==> src/rtl/instr_fetch_unit_if.sv <==
// Instruction fetch bus: memory address/data, decode-side control and
// the captured instruction handed to decode.
interface instr_fetch_unit_if;
    logic        run;
    logic [15:0] instrAddr;
    logic [15:0] instrData;
    logic        stall;
    logic        redirect;
    logic [15:0] redirectAddr;
    logic [15:0] ir;
    logic [15:0] irPc;
    logic        irValid;
    logic        halted;
    logic        addrFault;

    modport master (
        input  run, instrData, stall, redirect, redirectAddr,
        output instrAddr, ir, irPc, irValid, halted, addrFault
    );

    modport slave (
        output run, instrData, stall, redirect, redirectAddr,
        input  instrAddr, ir, irPc, irValid, halted, addrFault
    );
endinterface

==> src/rtl/instr_fetch_unit.sv <==
// Instruction fetch unit: owns the PC, reads one 16-bit word per cycle
// from a combinational instruction memory into the IR, and handles stall,
// redirect/flush, halt-word detection and address faults.
module instr_fetch_unit #(
    parameter logic [15:0] RESET_PC  = 16'h0000,
    parameter int          MEM_WORDS = 30,
    parameter logic [15:0] HALT_WORD = 16'hEFFF
) (
    input logic             clk,
    input logic             reset,
    instr_fetch_unit_if.master bus
);

    localparam logic [15:0] LAST_ADDR = 16'(2 * MEM_WORDS - 2);

    typedef enum logic [1:0] {
        IDLE  = 2'd0,
        FETCH = 2'd1,
        HALT  = 2'd2
    } stateT;

    stateT       state;
    stateT       nextState;
    logic [15:0] pc;
    logic [15:0] nextPc;
    logic [15:0] irReg;
    logic [15:0] nextIr;
    logic [15:0] irPcReg;
    logic [15:0] nextIrPc;
    logic        irValidReg;
    logic        nextIrValid;
    logic        faultReg;
    logic        nextFault;
    logic        redirectBad;

    // A redirect target is unusable if it is odd or past the last word.
    always_comb begin
        redirectBad = bus.redirectAddr[0] || (bus.redirectAddr > LAST_ADDR);
    end

    // State register; halt can only be left through reset.
    always_ff @(posedge clk or negedge reset) begin
        if (!reset) begin
            state <= IDLE;
        end else begin
            state <= nextState;
        end
    end

    // Fetch datapath registers; irValid defaults low so it pulses per capture.
    always_ff @(posedge clk or negedge reset) begin
        if (!reset) begin
            pc         <= RESET_PC;
            irReg      <= 16'h0000;
            irPcReg    <= 16'h0000;
            irValidReg <= 1'b0;
            faultReg   <= 1'b0;
        end else begin
            pc         <= nextPc;
            irReg      <= nextIr;
            irPcReg    <= nextIrPc;
            irValidReg <= nextIrValid;
            faultReg   <= nextFault;
        end
    end

    // Next-state logic: redirect beats stall, stall beats run-drop, else capture.
    always_comb begin
        nextState   = state;
        nextPc      = pc;
        nextIr      = irReg;
        nextIrPc    = irPcReg;
        nextIrValid = 1'b0;
        nextFault   = faultReg;
        case (state)
            IDLE: begin
                if (bus.run) begin
                    nextState = FETCH;
                end
            end
            FETCH: begin
                if (bus.redirect) begin
                    if (redirectBad) begin
                        nextFault = 1'b1;
                        nextState = HALT;
                    end else begin
                        nextPc = bus.redirectAddr;
                    end
                end else if (bus.stall) begin
                    nextPc = pc;
                end else if (!bus.run) begin
                    nextState = IDLE;
                end else begin
                    nextIr      = bus.instrData;
                    nextIrPc    = pc;
                    nextIrValid = 1'b1;
                    if (bus.instrData == HALT_WORD) begin
                        nextState = HALT;
                    end else if (pc >= LAST_ADDR) begin
                        nextFault = 1'b1;
                        nextState = HALT;
                    end else begin
                        nextPc = pc + 16'd2;
                    end
                end
            end
            HALT: begin
                nextState = HALT;
            end
            default: begin
                nextState = IDLE;
            end
        endcase
    end

    assign bus.instrAddr = pc;
    assign bus.ir        = irReg;
    assign bus.irPc      = irPcReg;
    assign bus.irValid   = irValidReg;
    assign bus.halted    = (state == HALT);
    assign bus.addrFault = faultReg;

endmodule
==> src/flat_wrapper.sv <==
// flat-port wrapper written by rule: the top's interface ports become plain ports
module instr_fetch_unit_flat 
#(
    parameter logic [15:0] RESET_PC  = 16'h0000,
    parameter int          MEM_WORDS = 30,
    parameter logic [15:0] HALT_WORD = 16'hEFFF
)
  (clk, reset, bus_run, bus_instrData, bus_stall, bus_redirect, bus_redirectAddr, bus_instrAddr, bus_ir, bus_irPc, bus_irValid, bus_halted, bus_addrFault);
  instr_fetch_unit_if bus_i ();
  input logic clk;
  input logic reset;
  input wire logic [$bits(bus_i.run)-1:0] bus_run;
  input wire logic [$bits(bus_i.instrData)-1:0] bus_instrData;
  input wire logic [$bits(bus_i.stall)-1:0] bus_stall;
  input wire logic [$bits(bus_i.redirect)-1:0] bus_redirect;
  input wire logic [$bits(bus_i.redirectAddr)-1:0] bus_redirectAddr;
  output wire logic [$bits(bus_i.instrAddr)-1:0] bus_instrAddr;
  output wire logic [$bits(bus_i.ir)-1:0] bus_ir;
  output wire logic [$bits(bus_i.irPc)-1:0] bus_irPc;
  output wire logic [$bits(bus_i.irValid)-1:0] bus_irValid;
  output wire logic [$bits(bus_i.halted)-1:0] bus_halted;
  output wire logic [$bits(bus_i.addrFault)-1:0] bus_addrFault;
  assign bus_i.run = bus_run;
  assign bus_i.instrData = bus_instrData;
  assign bus_i.stall = bus_stall;
  assign bus_i.redirect = bus_redirect;
  assign bus_i.redirectAddr = bus_redirectAddr;
  assign bus_instrAddr = bus_i.instrAddr;
  assign bus_ir = bus_i.ir;
  assign bus_irPc = bus_i.irPc;
  assign bus_irValid = bus_i.irValid;
  assign bus_halted = bus_i.halted;
  assign bus_addrFault = bus_i.addrFault;
  instr_fetch_unit #(.RESET_PC(RESET_PC), .MEM_WORDS(MEM_WORDS), .HALT_WORD(HALT_WORD)) u_core (.clk(clk), .reset(reset), .bus(bus_i));
endmodule
==> config.mk <==
export PLATFORM = sky130hd
export DESIGN_NAME = instr_fetch_unit_flat
export DESIGN_NICKNAME = d
export VERILOG_FILES = /design/src/rtl/instr_fetch_unit_if.sv /design/src/rtl/instr_fetch_unit.sv /design/src/flat_wrapper.sv
export SDC_FILE = /design/constraint.sdc
export NUM_CORES = 1
export LEC_CHECK = 0
export ABC_AREA = 1
export CAP_MARGIN = 5
export CORE_ASPECT_RATIO = 0.7
export CORE_MARGIN = 1.5
export CORE_UTILIZATION = 40
export DETAILED_ROUTE_END_ITERATION = 7
export PLACE_DENSITY = 0.84
export SYNTH_ARGS = -nofsm -noshare
export SYNTH_HDL_FRONTEND = slang
export SYNTH_SLANG_ARGS = --single-unit
==> constraint.sdc <==
create_clock -name clk -period 1.4 [get_ports clk]
set_input_delay 0.28 -clock clk [delete_from_list [all_inputs] [get_ports clk]]
set_output_delay 0.28 -clock clk [all_outputs]
set_load 0.1 [all_outputs]
# Yosys cells after proc, flatten, opt, wreduce, memory -nomap -nowiden
# Cells that the tools add are included.
[word_totals]
word_cells = 55
in_bits = 37
out_inout_bits = 51
register_bits = 52
[classes]
n_bitwise = 2
eq_ne = 12
addsub = 1
n_lt_le_gt_ge = 2
mux = 24
reduce_logical = 8
[ops]
columns = ["cell", "n"]
rows = [
  ["2-to-1 mux 16 bit", 6],
  ["adder 16 x 2 -> 16 bit (second input constant)", 1],
  ["== test 16 bit (second input constant)", 1],
  ["greater-or-equal comparator 16 x 6 -> 1 bit (second input constant)", 1],
  ["greater-than comparator 16 x 6 -> 1 bit (second input constant)", 1],
  ["2-to-1 mux 2 bit", 7],
  ["AND reduction 6 bit", 2],
  ["2-to-1 mux 1 bit", 10],
  ["!= test 2 bit (second input constant)", 4],
  ["AND reduction 4 bit", 2],
  ["case mux 2 bit (3 select lines)", 1],
  ["!= test 5 x 3 -> 1 bit (second input constant)", 1],
  ["!= test 2 x 1 -> 1 bit (second input constant)", 2],
  ["nonzero test 2 bit", 2],
  ["!= test 3 x 2 -> 1 bit (second input constant)", 1],
  ["!= test 3 bit (second input constant)", 1],
  ["== test 2 x 1 -> 1 bit (second input constant)", 1],
  ["== test 2 bit (second input constant)", 1],
  ["zero test 2 bit", 1],
  ["NOT 1 bit", 2],
  ["logical OR 1 bit", 1],
]

# Depth between registers and ports, before layout
# Gate-level depths: netlist of the first run.
[depth]
ltp_word = 7
ltp_mapped = 11
ltp_nobuf = 9

# Worst setup path after synthesis of the first run
# Ideal clock, no wire load.
[synth_path]
path_type = "register to register"
startpoint = "register u_core.pc[3], in the netlist u_core.bus.instrAddr[3]"
endpoint = "register u_core.pc[7], in the netlist u_core.bus.instrAddr[7]"
path_buffers = 2
t_required_ns = 1.335
path_stages_with_launch = 11
path_slack_ns = -0.691
setup_ns = 0.065
synth_period_minus_slack_ns = 2.091
arrival_time_ns = 2.026
path_cell_list = "dfrtp_1 buf_2 nand2_1 nor2_1 nand2_1 nand4_1 nand2_1 nand3_4 buf_6 nand2_1 inv_2"
[synth_between]
elab_chain_len = 6
word_cells_on_any_way = 9
cone_classes = "add/sub: 1; order compare: 1; eq/ne: 1; mux: 5; reduce/logical: 1"
[synth_rtl]
columns = ["item", "line_no", "source"]
rows = [
  ["start: declaration", "instr_fetch_unit.sv:24", "logic [15:0] pc;"],
  ["start signal: assignment", "instr_fetch_unit.sv:59", "pc <= nextPc;"],
  ["adder 16 x 2 -> 16 bit", "instr_fetch_unit.sv:103", "nextPc = pc + 16'd2;"],
  ["2-to-1 mux 16 bit", "instr_fetch_unit.sv:99", "end else if (pc >= LAST_ADDR) begin"],
  ["2-to-1 mux 16 bit", "instr_fetch_unit.sv:97", "if (bus.instrData == HALT_WORD) begin"],
  ["2-to-1 mux 16 bit", "instr_fetch_unit.sv:91", "end else if (!bus.run) begin"],
  ["2-to-1 mux 16 bit", "instr_fetch_unit.sv:89", "end else if (bus.stall) begin"],
  ["2-to-1 mux 16 bit", "instr_fetch_unit.sv:82", "if (bus.redirect) begin"],
]
# Several ways; a longest one is shown, not always the timed one. The select of a mux whose other input is x is not followed.
# A chain may end at the register's enable or synchronous reset.

# Final worst setup path of the first run
[layout_path]
startpoint = "register u_core.pc[10], in the netlist u_core.bus.instrAddr[10]"
endpoint = "register u_core.pc[13], in the netlist u_core.bus.instrAddr[13]"
# Same word-level chain as after synthesis.

==> results of run 1 <==
-- critical path: cells and delay by family (launching register included) --
kind                   cells  cell delay (ps)
AND/OR/NAND/NOR            7              920
flip-flops                 1              410
buffers and inverters      1               30
-- per-layer routing --
layer / track usage [%] / up-vias / wire [um]
li1: - / 1143 / -
met5: 0 / - / 0
met1: 27.9 / 1144 / 2950
met4: 8.02 / 0 / 195
met3: 6.16 / 22 / 403
met2: 38.0 / 83 / 3500
-- flip-flops by register name, indices dropped and copies added (netlist names) --
signal and cells:
u_core.state 2, u_core.bus.ir 16, u_core.bus.instrAddr 16, u_core.bus.irValid 1, u_core.bus.addrFault 1, u_core.bus.irPc 16
-- stage by stage --
step                util, %  power (mW)  std cells  worst slack [ps]  setup TNS (ps)
global placement       71.8        7.80        476              -386          -17510
CTS                    74.0        8.78        486             -11.7           -23.7
detailed placement     71.8        7.91        476              -430          -18430
finish                 76.9        8.93        492             -58.7           -2000
floorplan                 -        5.59        290              -229           -3060
global route           76.9        9.31        492              -161           -6440
-- report_power, final --
| part | switching [mW] | internal [mW] | leakage, nW |
|---|---|---|---|
| Clock | 0.452 | 0.356 | 0.0395 |
| Combinational | 3.72 | 2.06 | 1.49 |
| Sequential | 0.439 | 1.91 | 0.664 |
| Total | 4.61 | 4.32 | 2.19 |
-- final cells by class --
class,instances,area [sq um]
repair buffers,128,1760
flip-flops and latches,52,1320
fillers,340,1310
multi-input cells,201,993
clock buffers,8,80.1
inverters,28,108
well taps,75,93.8
-- kinds of logic (layout without fill, tap and decap cells) --
logic type / Yosys count / count (layout) / share of synthesized area, %
compound gates: 18 / 18 / 3.97
xor+xnor: 1 / 1 / 0.376
fa+ha+maj: 1 / 1 / 0.537
buf+inv: 38 / 164 / 6.98
flops: 52 / 52 / 55.9
simple gates: 180 / 181 / 32.3
-- timing repair --
item | 4_1_cts | 5_1_grt
pin swaps | 13 | 25
hold endpoints to repair | 52 | 0
setup endpoints to repair | 50 | 52
hold buffers | 1 | 0
cloned | 1 | 1
gates resized for setup | 19 | 36
buffers inserted | 1 | 5
-- final timing paths --
kind / startpoint / to / cells past startpoint
hold / removal: bus_instrData[9] / u_core.bus.ir[9]$_DFFE_PN0P_ / 3
setup / recovery: u_core.bus.instrAddr[10]$_DFFE_PN0P_ / u_core.bus.instrAddr[13]$_DFFE_PN0P_ / 8
min in group asynchronous: reset / u_core.bus.irPc[8]$_DFFE_PN0P_ / 3
setup reg to reg: u_core.bus.instrAddr[10]$_DFFE_PN0P_ / u_core.bus.instrAddr[13]$_DFFE_PN0P_ / 8
max in group asynchronous: reset / u_core.bus.instrAddr[3]$_DFFE_PN0P_ / 3
hold reg to reg: u_core.bus.ir[7]$_DFFE_PN0P_ / u_core.bus.ir[7]$_DFFE_PN0P_ / 2
-- cell usage after synthesis --
cell      instances  share of area [%]
nand2_1         137                 22
dfrtp_1          52                 56
nor2_1           20                3.2
inv_1            14                2.3
inv_2            13                2.1
o21ai_1          13                2.8
nand4_1           8                2.1
nand3_1           6                1.3
buf_2             5                1.1
clkbuf_1          3               0.48
nor2_2            3               0.81
o21ai_0           3               0.64
a21oi_1           1               0.21
and3_1            1               0.27
buf_4             1               0.32
buf_6             1               0.48
ha_1              1               0.54
inv_4             1               0.27
nand2_4           1               0.48
nand3_4           1               0.75
nand3b_1          1               0.32
nand3b_2          1               0.48
nor3_2            1               0.43
o211ai_1          1               0.32
xor2_1            1               0.38
==> results.md, run 1 <==
* Status: finished, violations left
* Failing checks: negative setup slack
* Clock Skew at 4.20 ps
* Minimum hold slack at 226 ps
* Post-DP HPWL at 4.90 mm
* Clock root buffer: clkbuf_8
* Worst path slowest cell: dfrtp_2
* Most frequent cells in the layout: nand2_1, buf_12, dfrtp_1, buf_4, clkdlybuf4s50_1
* Worst setup EP type: register
* RSZ-0062 raised after global routing: yes
* HP Class: input pin to register
* Worst-path fanout max at 7
* Worst path setup slack after routing at -58.7 ps
* R2R setup slack at -60 ps
* GR Util All Layers at 22.6%
* Clock slew at reported path FFs at 90 ps
* Routed vias at 2,392
* Worst Tran Pin Value at 274 ps
* Critical Path RT at 1600 ps
* Syn_nets at 328
* Syn Area/Cell at 8.03 sq um
* Die W at 94.2 um
* Crit path DAT at 1660 ps
* Commonest non-fill, non-tap cell in the layout: nand2_1
* DR pass1 iterations at 4
* Wire per inst at 14.3 um
* Slew HR at 81.7%
* CTS Buf Count at 5
* Routability cong. at 0.800
* Antenna-violating nets left at 0
* Largest net degree at the start of global routing at 53
* Period minus WS final at 1460 ps
* Synth Register Bits at 52
* Vias in the first global route at 2,360
* Port bufs at 87
* Routed WL at 7.05 mm
* Number of diodes at 0
* Startpoint Class: register
* Core box area at 5670 sq um
* Area Growth Syn to Fin at 87.1%
* DIE HEIGHT at 66.9 um
* Fin. max-slew vios at 0
* Die ar. at 6300 sq um
* # IOs at 88
* Overflow after GRT at 0
* Initial antenna violation count at 0
* Power Density at 2050 nW/um^2
* Synth Instances at 290
* Starting Density at 41.1%
* Clk sinks at 52
* Finished Cell Area at 4360 sq um
* Critical path, cell by cell: nor2_1 -> nand2_1 -> nor2_2 -> nand4_1 -> nand2_2 -> nand3_4 -> nand2_2 -> inv_2
* WS Path Type: register to register
* Period utilization at 104%
* Final setup viols at 50
* CP max stage delay at 410 ps
* Layout cells sized above 1 at 40.3%
* CTS H-Tree Depth at 2
* Global-route wire length before repair at 10.8 mm
* Initial DRC Count at 107
* DRC viols at 0
* YS warnings at 0
* Crit path top cell by count: nand2_2
* Netlist Area Pre-Place at 2330 sq um
* Num rows at 23
* Final Hold Viols at 0
* Max-cap violations at 0
* Via density at 4.86
* Final nets at 454
* Clock Latency Late Sink at 300 ps
* Maximum clock path buffer count at 2
* CTS tree: yes
* Sequential area share after synthesis at 55.9%
* Fmax at 686 MHz
* Post-Place Cell Area at 4070 sq um
* Peak VDD IR at 1080 uV
* Yosys cell types at 25
* Leak pwr at 2.19 nW
Power figures use the tool's default switching activity.
==> run 2, diff against run 1 <==
--- a/config.mk
+++ b/config.mk
@@ -7,11 +7,14 @@
 export LEC_CHECK = 0
 export ABC_AREA = 1
 export CAP_MARGIN = 5
+export CELL_PAD_IN_SITES_DETAIL_PLACEMENT = 0
+export CELL_PAD_IN_SITES_GLOBAL_PLACEMENT = 1
 export CORE_ASPECT_RATIO = 0.7
 export CORE_MARGIN = 1.5
-export CORE_UTILIZATION = 40
+export CORE_UTILIZATION = 28
 export DETAILED_ROUTE_END_ITERATION = 7
-export PLACE_DENSITY = 0.84
+export HOLD_SLACK_MARGIN = 0.1
+export PLACE_DENSITY = 0.83
 export SYNTH_ARGS = -nofsm -noshare
 export SYNTH_HDL_FRONTEND = slang
 export SYNTH_SLANG_ARGS = --single-unit
==> run 2 against run 1 <==
Against the previous run: the run ends with design-rule violations, negative setup slack left; die area increased by 41%; clock power increased by 55%; largest power group unchanged; clock-buffer cell count decreased by 1; critical path type is now register to output port.
==> results.md, run 2 (synthesis results as in run 1) <==
* Status: finished, violations left
* Failing checks: design-rule violations, negative setup slack
* Fin. max-slew vios at 0
* FF-to-FF path depth at 8
* Maximum clock path buffer count at 2
* Via density at 4.39
* Initial antenna violation count at 0
* DIE HEIGHT at 79.3 um
* HP Class: input pin to register
* GR Util All Layers at 16.4%
* Filler cells at 736
* DRC viols at 8
* Clock root buffer: clkbuf_16
* Routed vias at 2,250
* Total power at 9.19 mW
* Final Hold Viols at 0
* Number of diodes at 0
* Met1 wire length at 3.42 mm
* Wire per inst at 13.5 um
* CTS Buf Count at 5
* Setup WS pre-CTS at -443 ps
* Routed WL at 6.90 mm
* RSZ-0062 raised after global routing: yes
* Post-CTS Setup Bufs at 0
* Peak VDD IR at 1600 uV
* Critical path, cell by cell: buf_6 -> nor2_4 -> buf_12
* Leak pwr at 2.18 nW
* Area Growth Syn to Fin at 87.0%
* Worst setup EP type: output port
* Clock slew at reported path FFs at 60 ps
* Crit. Startpoint: u_core.state[0]$_DFFE_PN0P_
* Period minus WS final at 1440 ps
* Post-DP HPWL at 4.99 mm
* Clk sinks at 52
* Most frequent cells in the layout: nand2_1, buf_12, dfrtp_1, buf_4, clkdlybuf4s50_1
* Starting Density at 29.2%
* Startpoint Class: register
* Worst Tran Pin Value at 286 ps
* Die ar. at 8890 sq um
* Largest net degree at the start of global routing at 53
* Worst path setup slack after routing at -42.3 ps
* CTS tree: yes
* Worst path slowest cell: dfrtp_1
* Port bufs at 87
* Commonest non-fill, non-tap cell in the layout: nand2_1
* R2R setup slack at 20 ps
* Setup TNS at -42.3 ps
* Top Layer Used: met4
* Max-cap violations at 0
* # IOs at 88
* Die W at 112 um
* WS Path Type: register to output port
* Met2 WL post-DR at 2.96 mm
* Reg2reg start: u_core.bus.instrAddr[11]$_DFFE_PN0P_
* Worst-path fanout max at 2
* Core box area at 7970 sq um
* Vias in the first global route at 2,190
* Final setup viols at 1
* Initial DRC Count at 134
* Slew HR at 81.0%
* Clock Skew at 5.86 ps
* Power Density at 2110 nW/um^2
* Final nets at 449
* Antenna-violating nets left at 0
* Critical Path RT at 1120 ps
* Multi-input gate area at 945 sq um
* Critical path destination: bus_halted
* Clock Latency Late Sink at 290 ps
* Global-route wire length before repair at 11.3 mm
* DR pass1 iterations at 6
* Crit path DAT at 1160 ps
* Num rows at 27
* Met3 WL at 461 um
* Period utilization at 103%
* CTS H-Tree Depth at 2
* Startpoint of the worst hold path: bus_instrData[4]
* Fmax at 693 MHz
* Sequential cell area at 1320 sq um
* Critical R2R Capture: u_core.bus.instrAddr[4]$_DFFE_PN0P_
* CP max stage delay at 410 ps
* Layout cells sized above 1 at 36.7%
* Overflow after GRT at 0
* Routability cong. at 0.893
==> run 2: cell count changes in the layout (fill, tap and decap cells not counted), sizes merged <==
cell	change
dlygate4sd2	-4
clkinvlp	+1
clkbuf	-2
buf	-4
clkdlybuf4s50	+3
dlymetal6s2s	+1
==> run 2: timing repair <==
action	4_1_cts	5_1_grt
pin swaps	7	24
setup endpoints to repair	34	52
hold buffers	1	0
endpoints found under the hold margin	52	0
gates cloned	1	0
resized for setup	8	26
==> run 2: worst min path at each step <==
stage | end | cells after the start
after floorplan | u_core.bus.addrFault$_DFFE_PN0P_ | 0
final | u_core.bus.ir[4]$_DFFE_PN0P_ | 3
after CTS | u_core.bus.irPc[0]$_DFFE_PN0P_ | 3
after global routing | u_core.bus.ir[7]$_DFFE_PN0P_ | 3
after detailed placement | u_core.bus.irPc[0]$_DFFE_PN0P_ | 2
after global placement | u_core.bus.irPc[0]$_DFFE_PN0P_ | 2
==> run 2: area by class of cell <==
class,instances,area share [%]
clock inverters,1,0.172
flip-flops and latches,52,30.4
inverters,28,2.47
well taps,101,2.90
multi-input cells,201,21.7
repair buffers,123,39.1
clock buffers,7,3.27
==> run 2: worst max-delay path, delay by kind of cell (launching register included) <==
| family | cells | cell delay [ps] |
|---|---|---|
| buffers and inverters | 2 | 320 |
| AND/OR/NAND/NOR | 1 | 140 |
| flip-flops | 1 | 410 |
==> run 2: power by group <==
| part | leakage (nW) | internal [mW] | switching, mW | total (mW) |
|---|---|---|---|---|
| registers | 0.664 | 1.91 | 0.424 | 2.33 |
| logic | 1.45 | 1.95 | 3.66 | 5.61 |
| clock network | 0.0701 | 0.713 | 0.535 | 1.25 |
| total | 2.18 | 4.57 | 4.62 | 9.19 |
==> run 2: routing by layer <==
metal	GRT usage (%)	up-vias
met5	0	-
met2	25.0	66
met3	3.97	8
li1	-	1133
met1	23.5	1043
met4	3.80	0
==> run 2: per-stage QoR <==
stage	cells	hold WS (ps)	area (sq um)	util (%)
floorplan	290	-15.6	2370	-
global placement	504	297	4100	51.5
detailed placement	504	299	4100	51.5
CTS	513	539	4290	53.8
global route	513	264	4360	54.6
finish	513	246	4360	54.6
==> run 3, diff against run 2 <==
--- a/config.mk
+++ b/config.mk
@@ -10,11 +10,13 @@
 export CELL_PAD_IN_SITES_DETAIL_PLACEMENT = 0
 export CELL_PAD_IN_SITES_GLOBAL_PLACEMENT = 1
 export CORE_ASPECT_RATIO = 0.7
-export CORE_MARGIN = 1.5
+export CORE_MARGIN = 3
 export CORE_UTILIZATION = 28
 export DETAILED_ROUTE_END_ITERATION = 7
+export GPL_TIMING_DRIVEN = 0
 export HOLD_SLACK_MARGIN = 0.1
 export PLACE_DENSITY = 0.83
+export SETUP_SLACK_MARGIN = 0.05
 export SYNTH_ARGS = -nofsm -noshare
 export SYNTH_HDL_FRONTEND = slang
 export SYNTH_SLANG_ARGS = --single-unit
==> run 3 against run 2 <==
Against the previous run: the run ends with negative setup slack left; sequential power fell by 3%; sequential share of layout area increased by 2.1 points; critical endpoint is now u_core.bus.instrAddr[9]$_DFFE_PN0P_; utilization down 3.5 points.
==> results.md, run 3 (synthesis results as in run 1) <==
* Largest net degree at the start of global routing at 36
* Die ar. at 9470 sq um
* GR Util All Layers at 15.0%
* R2R setup slack at -100 ps
* Inst Count DP at 479
* Delay-heaviest family, CP: simple AND/OR/NAND/NOR gates
* Clock power share at 16.7%
* Period minus WS final at 1500 ps
* Worst setup EP type: register
* Post-Layout Cell Count at 512
* Area Growth Syn to Fin at 75.2%
* Sw Share at 53.4%
* Initial DRC Count at 142
* Die W at 115 um
* Clock Latency Late Sink at 280 ps
* DRC viols at 0
* Clk sinks at 52
* Bufs and invs on worst path at 3
* Crit. Startpoint: u_core.bus.instrAddr[3]$_DFFE_PN0P_
* Critical path, cell by cell: buf_6 -> nand2_2 -> nor2_1 -> nand2_1 -> nand4_1 -> nand2_2 -> nand3_4 -> buf_8 -> nand2_2 -> inv_2
* Fmax at 669 MHz
* DIE HEIGHT at 82.3 um
* Vias in the first global route at 2,209
* Post-Place Cell Area at 3390 sq um
* Fin. max-slew vios at 0
* Status: finished, violations left
* WS Path Type: register to register
* Power Density at 2110 nW/um^2
* Setup WS pre-CTS at -726 ps
* Comb pwr share at 56.9%
* GR Util met2 at 23.8%
* Net load switching power at 4.60 mW
* Initial antenna violation count at 0
* Total power at 8.61 mW
* Num rows at 27
* Worst-path fanout max at 5
* Setup TNS at -2110 ps
* Commonest non-fill, non-tap cell in the layout: nand2_1
* Leak pwr at 2.10 nW
* Worst Tran Pin Value at 497 ps
* Max-cap violations at 0
* Final Hold Viols at 0
* Reg2reg start: u_core.bus.instrAddr[3]$_DFFE_PN0P_
* Overflow after GRT at 0
* Worst path setup slack after routing at -95.0 ps
* CP max stage delay at 480 ps
* Most frequent cells in the layout: nand2_1, buf_4, nand2_2, dfrtp_1
* Sequential power share at 26.3%
* Wire per inst at 14.7 um
* Number of diodes at 0
* Routed WL at 7.55 mm
* Layout cells sized above 1 at 49.6%
* Finished Cell Area at 4080 sq um
* Final nets at 448
* Clock root buffer: clkbuf_16
* Critical R2R Capture: u_core.bus.instrAddr[9]$_DFFE_PN0P_
* Clock slew at reported path FFs at 70 ps
* Global-route wire length before repair at 11.1 mm
* Slew HR at 67.1%
* Critical path destination: u_core.bus.instrAddr[9]$_DFFE_PN0P_
* # IOs at 88
* Final setup viols at 42
* Most Used Layer, Global Route: met2
* Failing checks: negative setup slack
* Peak VDD IR at 1170 uV
* Met1 Usage GRT at 20.6%
* Worst path slowest cell: dfrtp_4
* Filler cells at 766
* Internal at 4.01 mW
* Critical Path RT at 1580 ps
* Post-DP HPWL at 5.00 mm
* FF-to-FF path depth at 10
* Maximum clock path buffer count at 2
* Via density at 4.45
* CTS H-Tree Depth at 2
* RSZ-0062 raised after global routing: yes
* Core box area at 7970 sq um
* Period utilization at 107%
* GR met3 Demand/Resource at 4.73%
* Routed vias at 2,280
* Crit path top cell by count: nand2_2
* Antenna-violating nets left at 0
* Clock Skew at 9.63 ps
* Routability cong. at 0.830
* Critical path depth at 10
* CTS Buf Count at 5
* Starting Density at 29.2%
* HP Class: input pin to register
* Port bufs at 87
* CTS tree: yes
* Startpoint Class: register
* Crit path DAT at 1680 ps
* DR pass1 iterations at 4
[run 3: cell count changes in the layout (fill, tap and decap cells not counted), moves of 5 or more]
cell / delta
nor2_1: +5
clkdlybuf4s50_1: -9
buf_6: +5
dlygate4sd2_1: +14
buf_4: +28
buf_12: -50
buf_8: +6
nand2_1: -54
nor2_2: -6
o21ai_1: -5
nand2_4: +17
nand2_2: +37
dlymetal6s2s_1: -6
[run 3: per-layer routing]
metal  vias up  routed length (um)  part of all wire [%]
met5         -                   0                     0
met4         0                  23                  0.30
met3         4                 421                   5.6
met2        50                3550                    47
met1      1092                3550                    47
li1       1134                   -                     -
[run 3: final cells by class]
cell class / instances / area [sq um] / area share [%]
clock buffer: 6 / 139 / 3.40
multi-input combinational: 200 / 1170 / 28.8
inverter: 28 / 115 / 2.82
tap: 101 / 126 / 3.10
buffer: 10 / 144 / 3.53
clock inverter: 2 / 38.8 / 0.950
sequential: 52 / 1330 / 32.5
timing repair buffer: 112 / 1010 / 24.7
timing repair inverter: 1 / 11.3 / 0.276
[run 3: worst reg2reg max path: cells and delay by family (launching register included)]
kind | cells | cell delay, ps
AND/OR/NAND/NOR | 7 | 570
buffers and inverters | 3 | 340
flip-flops | 1 | 480
[run 3: per-stage QoR]
stage	util, %	hold WS (ps)
6_report	51.2	266
5_1_grt	51.2	262
4_1_cts	47.0	337
3_5_place_dp	42.6	250
3_3_place_gp	42.4	445
2_1_floorplan	-	-15.6
[run 3: worst min path at each step]
stage | depth (start not counted) | slack [ps] | start | endpoint
2_1_floorplan | 0 | -20 | reset | u_core.bus.addrFault$_DFFE_PN0P_
6_report | 3 | 270 | bus_instrData[4] | u_core.bus.ir[4]$_DFFE_PN0P_
3_5_place_dp | 1 | 250 | reset | u_core.bus.addrFault$_DFFE_PN0P_
3_3_place_gp | 2 | 450 | u_core.bus.addrFault$_DFFE_PN0P_ | u_core.bus.addrFault$_DFFE_PN0P_
5_1_grt | 3 | 260 | bus_instrData[4] | u_core.bus.ir[4]$_DFFE_PN0P_
4_1_cts | 3 | 340 | bus_instrData[1] | u_core.bus.ir[1]$_DFFE_PN0P_
[run 3: power by group through the flow]
stage                     clock network [mW]  registers, mW  logic [mW]
after CTS                               1.48           2.25        4.72
after floorplan                            0           4.82       0.782
final                                   1.44           2.27        4.90
after global routing                    1.55           2.32        5.11
after detailed placement                   0           2.23        4.56
after global placement                     0           2.21        4.52
[run 3: repair_timing]
item	CTS	global route
setup buffers	13	6
hold endpoints to repair	17	0
gates cloned	3	3
hold buffers	1	0
resized for setup	375	80
pin swaps	18	19
setup endpoints to repair	102	59
